$ cat config.mk
export PLATFORM = sky130hd
export DESIGN_NAME = pipe_ctrl_flat
export DESIGN_NICKNAME = d
export VERILOG_FILES = /design/src/rtl/pipe_ctrl_pkg.sv /design/src/rtl/pipe_ctrl_if.sv /design/src/rtl/pipe_ctrl_satcnt.sv /design/src/rtl/pipe_ctrl.sv /design/src/flat_wrapper.sv
export SDC_FILE = /design/constraint.sdc
export NUM_CORES = 1
export LEC_CHECK = 0
export ABC_AREA = 0
export CAP_MARGIN = 20
export CORE_MARGIN = 3
export CORE_UTILIZATION = 38
export CTS_BUF_LIST = sky130_fd_sc_hd__clkbuf_2 sky130_fd_sc_hd__clkbuf_4 sky130_fd_sc_hd__clkbuf_8
export CTS_CLUSTER_DIAMETER = 150
export DETAILED_ROUTE_END_ITERATION = 10
export PLACE_DENSITY = 0.78
export SLEW_MARGIN = 40
export SYNTH_ARGS = -nofsm -noshare
export SYNTH_HDL_FRONTEND = slang
export SYNTH_HIERARCHICAL = 1
export SYNTH_SLANG_ARGS = --single-unit
$ cat constraint.sdc
create_clock -name clk -period 1.8 [get_ports clk]
set_input_delay 0.18 -clock clk [delete_from_list [all_inputs] [get_ports clk]]
set_output_delay 0.18 -clock clk [all_outputs]
set_load 0.01 [all_outputs]
$ cat src/rtl/pipe_ctrl_pkg.sv
// rtl/pipe_ctrl_pkg.sv - shared constants and helpers for the pipeline controller
//   Exception codes, stall vector patterns, FSM state encodings and the
//   stall-request priority encoder used by pipe_ctrl.
package pipe_ctrl_pkg;

    localparam logic STOP    = 1'b1;
    localparam logic NO_STOP = 1'b0;

    localparam logic [31:0] EXC_INTERRUPT = 32'h0000_0001;
    localparam logic [31:0] EXC_ERET      = 32'h0000_000e;

    // Bit order: [5]=wb [4]=mem [3]=ex [2]=id [1]=if [0]=pc
    localparam logic [5:0] STALL_MEM  = {NO_STOP, STOP,    STOP,    STOP,    STOP,    STOP};
    localparam logic [5:0] STALL_EX   = {NO_STOP, NO_STOP, STOP,    STOP,    STOP,    STOP};
    localparam logic [5:0] STALL_ID   = {NO_STOP, NO_STOP, NO_STOP, STOP,    STOP,    STOP};
    localparam logic [5:0] STALL_IF   = {NO_STOP, NO_STOP, NO_STOP, NO_STOP, STOP,    STOP};
    localparam logic [5:0] STALL_NONE = {6{NO_STOP}};

    localparam logic [0:0] CTRL_RUN  = 1'b0;
    localparam logic [0:0] CTRL_COOL = 1'b1;

    // The deepest requesting stage wins: it freezes itself and everything upstream.
    function automatic logic [5:0] stall_pattern(input logic req_if, input logic req_id,
                                                 input logic req_ex, input logic req_mem);
        if (req_mem)     return STALL_MEM;
        else if (req_ex) return STALL_EX;
        else if (req_id) return STALL_ID;
        else if (req_if) return STALL_IF;
        else             return STALL_NONE;
    endfunction

endpackage

$ cat src/rtl/pipe_ctrl_if.sv
// rtl/pipe_ctrl_if.sv - pipeline <-> controller stall/flush bundle
//   master: pipeline side (drives stall requests and exception info, consumes stall/flush/new_pc)
//   slave : controller side (pipe_ctrl)
interface pipe_ctrl_if;
    logic        stallreq_from_if;
    logic        stallreq_from_id;
    logic        stallreq_from_ex;
    logic        stallreq_from_mem;
    logic [31:0] excepttype_i;
    logic [31:0] cp0_epc_i;
    logic [5:0]  stall;
    logic        flush;
    logic [31:0] new_pc;

    modport master (
        output stallreq_from_if, stallreq_from_id, stallreq_from_ex, stallreq_from_mem,
        output excepttype_i, cp0_epc_i,
        input  stall, flush, new_pc
    );

    modport slave (
        input  stallreq_from_if, stallreq_from_id, stallreq_from_ex, stallreq_from_mem,
        input  excepttype_i, cp0_epc_i,
        output stall, flush, new_pc
    );
endinterface

$ cat src/rtl/pipe_ctrl_satcnt.sv
// rtl/pipe_ctrl_satcnt.sv - saturating up-counter with async active-low clear
//   i_clk   : clock
//   i_clr_n : asynchronous clear, active low
//   i_inc   : increment this cycle
//   o_count : current count, holds at all-ones
module pipe_ctrl_satcnt #(
    parameter int W = 8
) (
    input  logic         i_clk,
    input  logic         i_clr_n,
    input  logic         i_inc,
    output logic [W-1:0] o_count
);
    logic [W-1:0] r_count;

    always_ff @(posedge i_clk or negedge i_clr_n) begin
        if (!i_clr_n)
            r_count <= '0;
        else if (i_inc && (r_count != {W{1'b1}}))
            r_count <= r_count + 1'b1;
    end

    assign o_count = r_count;
endmodule

$ cat src/rtl/pipe_ctrl.sv
// rtl/pipe_ctrl.sv - five-stage pipeline stall/flush controller
//   clk, rst      : clock, asynchronous active-low reset
//   bus (slave)   : stall requests, exception type, EPC in; stall vector, flush, new_pc out
//   stall_timeout : sticky watchdog flag for excessively long stall runs
//   stall_cnt_o   : saturating count of cycles with the PC stalled
//   flush_cnt_o   : saturating count of exception flushes
module pipe_ctrl
    import pipe_ctrl_pkg::*;
#(
    parameter logic [31:0] INT_VECTOR  = 32'h0000_0020,
    parameter logic [31:0] EXC_VECTOR  = 32'h0000_0040,
    parameter int          STALL_LIMIT = 16,
    parameter int          STALL_CNT_W = 32,
    parameter int          FLUSH_CNT_W = 16
) (
    input  logic                   clk,
    input  logic                   rst,
    pipe_ctrl_if.slave             bus,
    output logic                   stall_timeout,
    output logic [STALL_CNT_W-1:0] stall_cnt_o,
    output logic [FLUSH_CNT_W-1:0] flush_cnt_o
);
    localparam int RUN_W = $clog2(STALL_LIMIT + 1);
    localparam logic [RUN_W-1:0] RUN_MAX = RUN_W'(STALL_LIMIT);

    logic [0:0]       r_state;
    logic [RUN_W-1:0] r_run_cnt;
    logic             r_stall_timeout;

    logic             w_exc_take;
    logic [5:0]       w_stall;
    logic             w_flush;
    logic [31:0]      w_new_pc;
    logic             w_run_active;
    logic [RUN_W-1:0] w_run_next;

    // rst gates the take so combinational outputs are quiet while held in reset.
    assign w_exc_take = rst && (r_state == CTRL_RUN) && (bus.excepttype_i != 32'h0);

    always_comb begin
        w_stall  = STALL_NONE;
        w_flush  = 1'b0;
        w_new_pc = 32'h0;
        if (rst) begin
            if (w_exc_take) begin
                w_flush = 1'b1;
                if (bus.excepttype_i == EXC_INTERRUPT)
                    w_new_pc = INT_VECTOR;
                else if (bus.excepttype_i == EXC_ERET)
                    w_new_pc = bus.cp0_epc_i;
                else
                    w_new_pc = EXC_VECTOR;
            end else begin
                w_stall = stall_pattern(bus.stallreq_from_if, bus.stallreq_from_id,
                                        bus.stallreq_from_ex, bus.stallreq_from_mem);
            end
        end
    end

    assign bus.stall  = w_stall;
    assign bus.flush  = w_flush;
    assign bus.new_pc = w_new_pc;

    // COOL lasts exactly one cycle: the mem stage holds a flushed bubble then.
    always_ff @(posedge clk or negedge rst) begin
        if (!rst)
            r_state <= CTRL_RUN;
        else if (r_state == CTRL_COOL)
            r_state <= CTRL_RUN;
        else if (w_exc_take)
            r_state <= CTRL_COOL;
    end

    assign w_run_active = (w_stall != STALL_NONE) && !w_flush;
    assign w_run_next   = !w_run_active       ? '0 :
                          (r_run_cnt == RUN_MAX) ? RUN_MAX : r_run_cnt + 1'b1;

    always_ff @(posedge clk or negedge rst) begin
        if (!rst) begin
            r_run_cnt       <= '0;
            r_stall_timeout <= 1'b0;
        end else begin
            r_run_cnt <= w_run_next;
            if (w_run_next == RUN_MAX)
                r_stall_timeout <= 1'b1;
        end
    end

    assign stall_timeout = r_stall_timeout;

    pipe_ctrl_satcnt #(.W(STALL_CNT_W)) u_stall_cnt (
        .i_clk   (clk),
        .i_clr_n (rst),
        .i_inc   (w_stall[0]),
        .o_count (stall_cnt_o)
    );

    pipe_ctrl_satcnt #(.W(FLUSH_CNT_W)) u_flush_cnt (
        .i_clk   (clk),
        .i_clr_n (rst),
        .i_inc   (w_exc_take),
        .o_count (flush_cnt_o)
    );
endmodule

$ cat src/flat_wrapper.sv
// flat-port wrapper written by rule: the top's interface ports become plain ports
module pipe_ctrl_flat import pipe_ctrl_pkg::*;
#(
    parameter logic [31:0] INT_VECTOR  = 32'h0000_0020,
    parameter logic [31:0] EXC_VECTOR  = 32'h0000_0040,
    parameter int          STALL_LIMIT = 16,
    parameter int          STALL_CNT_W = 32,
    parameter int          FLUSH_CNT_W = 16
)
  (clk, rst, stall_timeout, stall_cnt_o, flush_cnt_o, bus_stallreq_from_if, bus_stallreq_from_id, bus_stallreq_from_ex, bus_stallreq_from_mem, bus_excepttype_i, bus_cp0_epc_i, bus_stall, bus_flush, bus_new_pc);
  pipe_ctrl_if bus_i ();
  input  logic clk;
  input  logic rst;
  output logic stall_timeout;
  output logic [STALL_CNT_W-1:0] stall_cnt_o;
  output logic [FLUSH_CNT_W-1:0] flush_cnt_o;
  input wire logic [$bits(bus_i.stallreq_from_if)-1:0] bus_stallreq_from_if;
  input wire logic [$bits(bus_i.stallreq_from_id)-1:0] bus_stallreq_from_id;
  input wire logic [$bits(bus_i.stallreq_from_ex)-1:0] bus_stallreq_from_ex;
  input wire logic [$bits(bus_i.stallreq_from_mem)-1:0] bus_stallreq_from_mem;
  input wire logic [$bits(bus_i.excepttype_i)-1:0] bus_excepttype_i;
  input wire logic [$bits(bus_i.cp0_epc_i)-1:0] bus_cp0_epc_i;
  output wire logic [$bits(bus_i.stall)-1:0] bus_stall;
  output wire logic [$bits(bus_i.flush)-1:0] bus_flush;
  output wire logic [$bits(bus_i.new_pc)-1:0] bus_new_pc;
  assign bus_i.stallreq_from_if = bus_stallreq_from_if;
  assign bus_i.stallreq_from_id = bus_stallreq_from_id;
  assign bus_i.stallreq_from_ex = bus_stallreq_from_ex;
  assign bus_i.stallreq_from_mem = bus_stallreq_from_mem;
  assign bus_i.excepttype_i = bus_excepttype_i;
  assign bus_i.cp0_epc_i = bus_cp0_epc_i;
  assign bus_stall = bus_i.stall;
  assign bus_flush = bus_i.flush;
  assign bus_new_pc = bus_i.new_pc;
  pipe_ctrl #(.INT_VECTOR(INT_VECTOR), .EXC_VECTOR(EXC_VECTOR), .STALL_LIMIT(STALL_LIMIT), .STALL_CNT_W(STALL_CNT_W), .FLUSH_CNT_W(FLUSH_CNT_W)) u_core (.clk(clk), .rst(rst), .bus(bus_i), .stall_timeout(stall_timeout), .stall_cnt_o(stall_cnt_o), .flush_cnt_o(flush_cnt_o));
endmodule
==> results.sh <==
export IMPL_status="finished, violations left"
export IMPL_violations="negative setup slack"
export IMPL_drv_cap=0
export IMPL_leakage_uw=0.00283
export IMPL_ant_nets=0
export IMPL_hold_viol=0
export IMPL_dieHeight_um=99.4
export IMPL_postPlaceCellArea_um2=5590
export IMPL_final_cells=699
export IMPL_synth_edff_count=0
export IMPL_ff_latch_area_um2=1380
export IMPL_worstPathRequired_ns=2.00
export IMPL_start_util=0.397
export IMPL_p_per_area_nw_per_um2=533
export IMPL_crit_path_end_kind="register"
export IMPL_vdd_ir_drop_worst_v=0.000525
export IMPL_multi_input_area_um2=2270
export IMPL_netlist_area_um2=3310
export IMPL_worst_pin_slew_ns=0.685
export IMPL_crit_type="in2reg"
export IMPL_rsz0062_at_grt="true"
export IMPL_clk_latency_ns=0.31
export IMPL_post_route_util=0.751
export IMPL_drc=0
export IMPL_post_drt_wl_per_cell_um=18.8
export IMPL_grt_pass1_wl_um=19700
export IMPL_yosysSeqAreaShare=0.416
export IMPL_drive_gt1_frac=0.488
export IMPL_cp_start_kind="input pin"
export IMPL_final_cell_area_um2=6260
export IMPL_root_buffer="clkbuf_8"
export IMPL_whs_ns=0.170
export IMPL_dp_cells=661
export IMPL_max_freq_ghz=0.462
export IMPL_slew_violations=0
export IMPL_clkTransAtPathRegs_ns=0.10
export IMPL_io_pin_count=158
export IMPL_hpwlAfterDp_um=8760
export IMPL_grt_usage=0.247
export IMPL_path_cells="buf_6, or4_4, and4b_2, buf_6, a21oi_4, nor2_4, buf_6, nand4_1, buf_4, nor2_4, nand3b_1, xnor2_1"
export IMPL_nets=667
export IMPL_period_share=1.20
export IMPL_avgSynthCellArea_um2=10.1
export IMPL_cpMaxStageDelayCell="or4_4"
export IMPL_synthesis_nets=403
export IMPL_arrival_ns=2.37
export IMPL_antenna_found_initial=0
export IMPL_wirelength_um=13100
export IMPL_critical_path_max_stage_delay_ns=0.52
export IMPL_hold_class="in2async"
export IMPL_grt_max_degree=55
export IMPL_drtIter0Drc=216
export IMPL_synth_yosys_warnings=6
export IMPL_nFillCells=546
export IMPL_grt_overflow=0
export IMPL_rows=33
export IMPL_synth_distinct_cells=53
export IMPL_area_delta_synth_final_pct=89.0
export IMPL_diodes=0
export IMPL_async_flop_share=1.00
export IMPL_worst_path_max_fanout=3
export IMPL_io_buffers=156
export IMPL_vias_per_cell=5.37
export IMPL_clock_sinks=55
export IMPL_setup_viol=71
export IMPL_place_congestion=0.861
export IMPL_cpMostUsedCell="buf_6"
export IMPL_vias=3753
export IMPL_period_needed_ns=2.16
export IMPL_fin_ws_ns=-0.363
export IMPL_cts_tree="built"
export IMPL_ys_flop_type="dfrtp_1"
export IMPL_slew_headroom=0.543
export IMPL_die_w_um=99.4
export IMPL_dieArea_um2=9870
export IMPL_cts_buffers_inserted=5
export IMPL_ys_ff_latch=55
export IMPL_clk_path_buf_depth=2
export IMPL_first_pass_iters=4
export IMPL_fin_worst_skew_ns=0.00534
export IMPL_cts_max_level=2
export IMPL_grt_pass1_vias=3824
export IMPL_synthesis_instances=329
export IMPL_core_area_um2=8340
## power breakdown
group	switching (uW)	leakage (uW)	internal [uW]	total, uW
sequential	203	0.000738	1360	1560
combinational	463	0.00204	603	1070
clock	424	0.0000446	289	713
## critical path, delay by kind of cell
kind | cells | cell delay, ns
XOR/XNOR | 1 | 0.16
AND/OR/NAND/NOR | 6 | 1.42
AO/OA/AOI/OAI | 1 | 0.05
buffers and inverters | 4 | 0.53
## cells in the mapped netlist (3+ instances only)
cell type | count | share of area
ha_1 | 4 | 0.015
o21ai_0 | 3 | 0.0045
dfrtp_1 | 55 | 0.42
nor3_2 | 3 | 0.0091
nor4_4 | 3 | 0.019
and2_2 | 30 | 0.068
and4_1 | 5 | 0.013
nand4_1 | 24 | 0.045
xor2_1 | 9 | 0.024
inv_1 | 5 | 0.0057
nor4_1 | 12 | 0.023
nor2_1 | 16 | 0.018
a21oi_1 | 11 | 0.017
xnor2_1 | 29 | 0.077
clkbuf_1 | 4 | 0.0045
and3_1 | 5 | 0.0094
nand2_1 | 26 | 0.029
o211ai_1 | 3 | 0.0068
nand3b_1 | 3 | 0.0068
nand3_1 | 22 | 0.033
or4_4 | 3 | 0.010
nor3_1 | 9 | 0.014
a31oi_1 | 4 | 0.0076
o21a_1 | 5 | 0.011
## layout by cell type, fill, tap and decap left out, types with 5 or more instances in the layout
| cell type | synthesis | routed |
|---|---|---|
| nand2_2 | 1 | 7 |
| clkbuf_8 | 0 | 5 |
| clkdlybuf4s50_1 | 0 | 85 |
| o21a_1 | 5 | 5 |
| nand3_1 | 22 | 15 |
| and4_1 | 5 | 5 |
| buf_4 | 2 | 76 |
| and2_4 | 0 | 30 |
| xor2_1 | 9 | 9 |
| a21oi_1 | 11 | 7 |
| xnor2_1 | 29 | 27 |
| dfrtp_1 | 55 | 52 |
| inv_1 | 5 | 5 |
| buf_2 | 0 | 15 |
| nand4_1 | 24 | 24 |
| nor4_4 | 3 | 9 |
| nand3_2 | 1 | 5 |
| nand2_1 | 26 | 18 |
| nor3_1 | 9 | 6 |
| clkbuf_2 | 0 | 18 |
| nor2_1 | 16 | 10 |
| buf_6 | 1 | 65 |
## flip-flops by register name, indices dropped and copies added (netlist names)
signal and flops:
u_core/stall_timeout 1, u_core/r_state 1, u_core/u_flush_cnt/o_count 16, u_core/u_stall_cnt/o_count 32, u_core/r_run_cnt 5
## what timing repair did
item	4_1_cts	5_1_grt
buffers inserted	19	9
cloned	3	0
endpoints found under the hold margin	1	0
hold buffers	1	0
pin swaps	59	51
setup endpoints to repair	87	77
resized for setup	326	85
## metrics by stage
| step | setup TNS [ns] | total power [uW] | worst slack (ns) |
|---|---|---|---|
| after floorplan | -10.55 | 1880 | -0.545 |
| after global placement | -65.79 | 2490 | -0.879 |
| after detailed placement | -68.89 | 2530 | -0.941 |
| after CTS | -14.08 | 3260 | -0.329 |
| after global routing | -18.66 | 3510 | -0.404 |
| final | -15.28 | 3340 | -0.363 |
## routing by layer
layer,part of all wire,up-vias,GRT usage
met4,0.020,0,0.0546
met3,0.054,28,0.0421
met2,0.51,137,0.426
met5,0,-,0
met1,0.42,1846,0.326
li1,-,1742,-
## logic make-up after synthesis
logic type / share of synthesized area
AO/OA/AOI/OAI: 0.0763
XOR/XNOR: 0.100
adder cells (fa/ha/maj): 0.0151
buffers and inverters: 0.0181
flip-flops: 0.416
multiplexers: 0.0136
other: 0.00113
AND/OR/NAND/NOR: 0.360
## cell type report
| type | instances | share of cell area |
|---|---|---|
| timing repair buffer | 264 | 0.378 |
| multi-input combinational | 262 | 0.363 |
| sequential | 55 | 0.220 |
| tap | 105 | 0.0210 |
| clock buffer | 6 | 0.0122 |
| inverter | 5 | 0.00300 |
| clock inverter | 2 | 0.00200 |
## worst paths after layout
path	start	end	slack [ns]	depth (start not counted)
min in group clk	rst	u_core/r_run_cnt[2]	0.43	5
max reg2reg	u_core/u_stall_cnt/o_count[6]	u_core/u_stall_cnt/o_count[29]	-0.16	7
min reg2reg	u_core/stall_timeout	u_core/stall_timeout	0.47	2
max	bus_excepttype_i[13]	u_core/u_stall_cnt/o_count[28]	-0.36	12
max in group asynchronous	rst	u_core/u_stall_cnt/o_count[4]	1.14	2
min	rst	u_core/u_flush_cnt/o_count[3]	0.17	2
No activity file was read; power rests on OpenSTA's default activity.
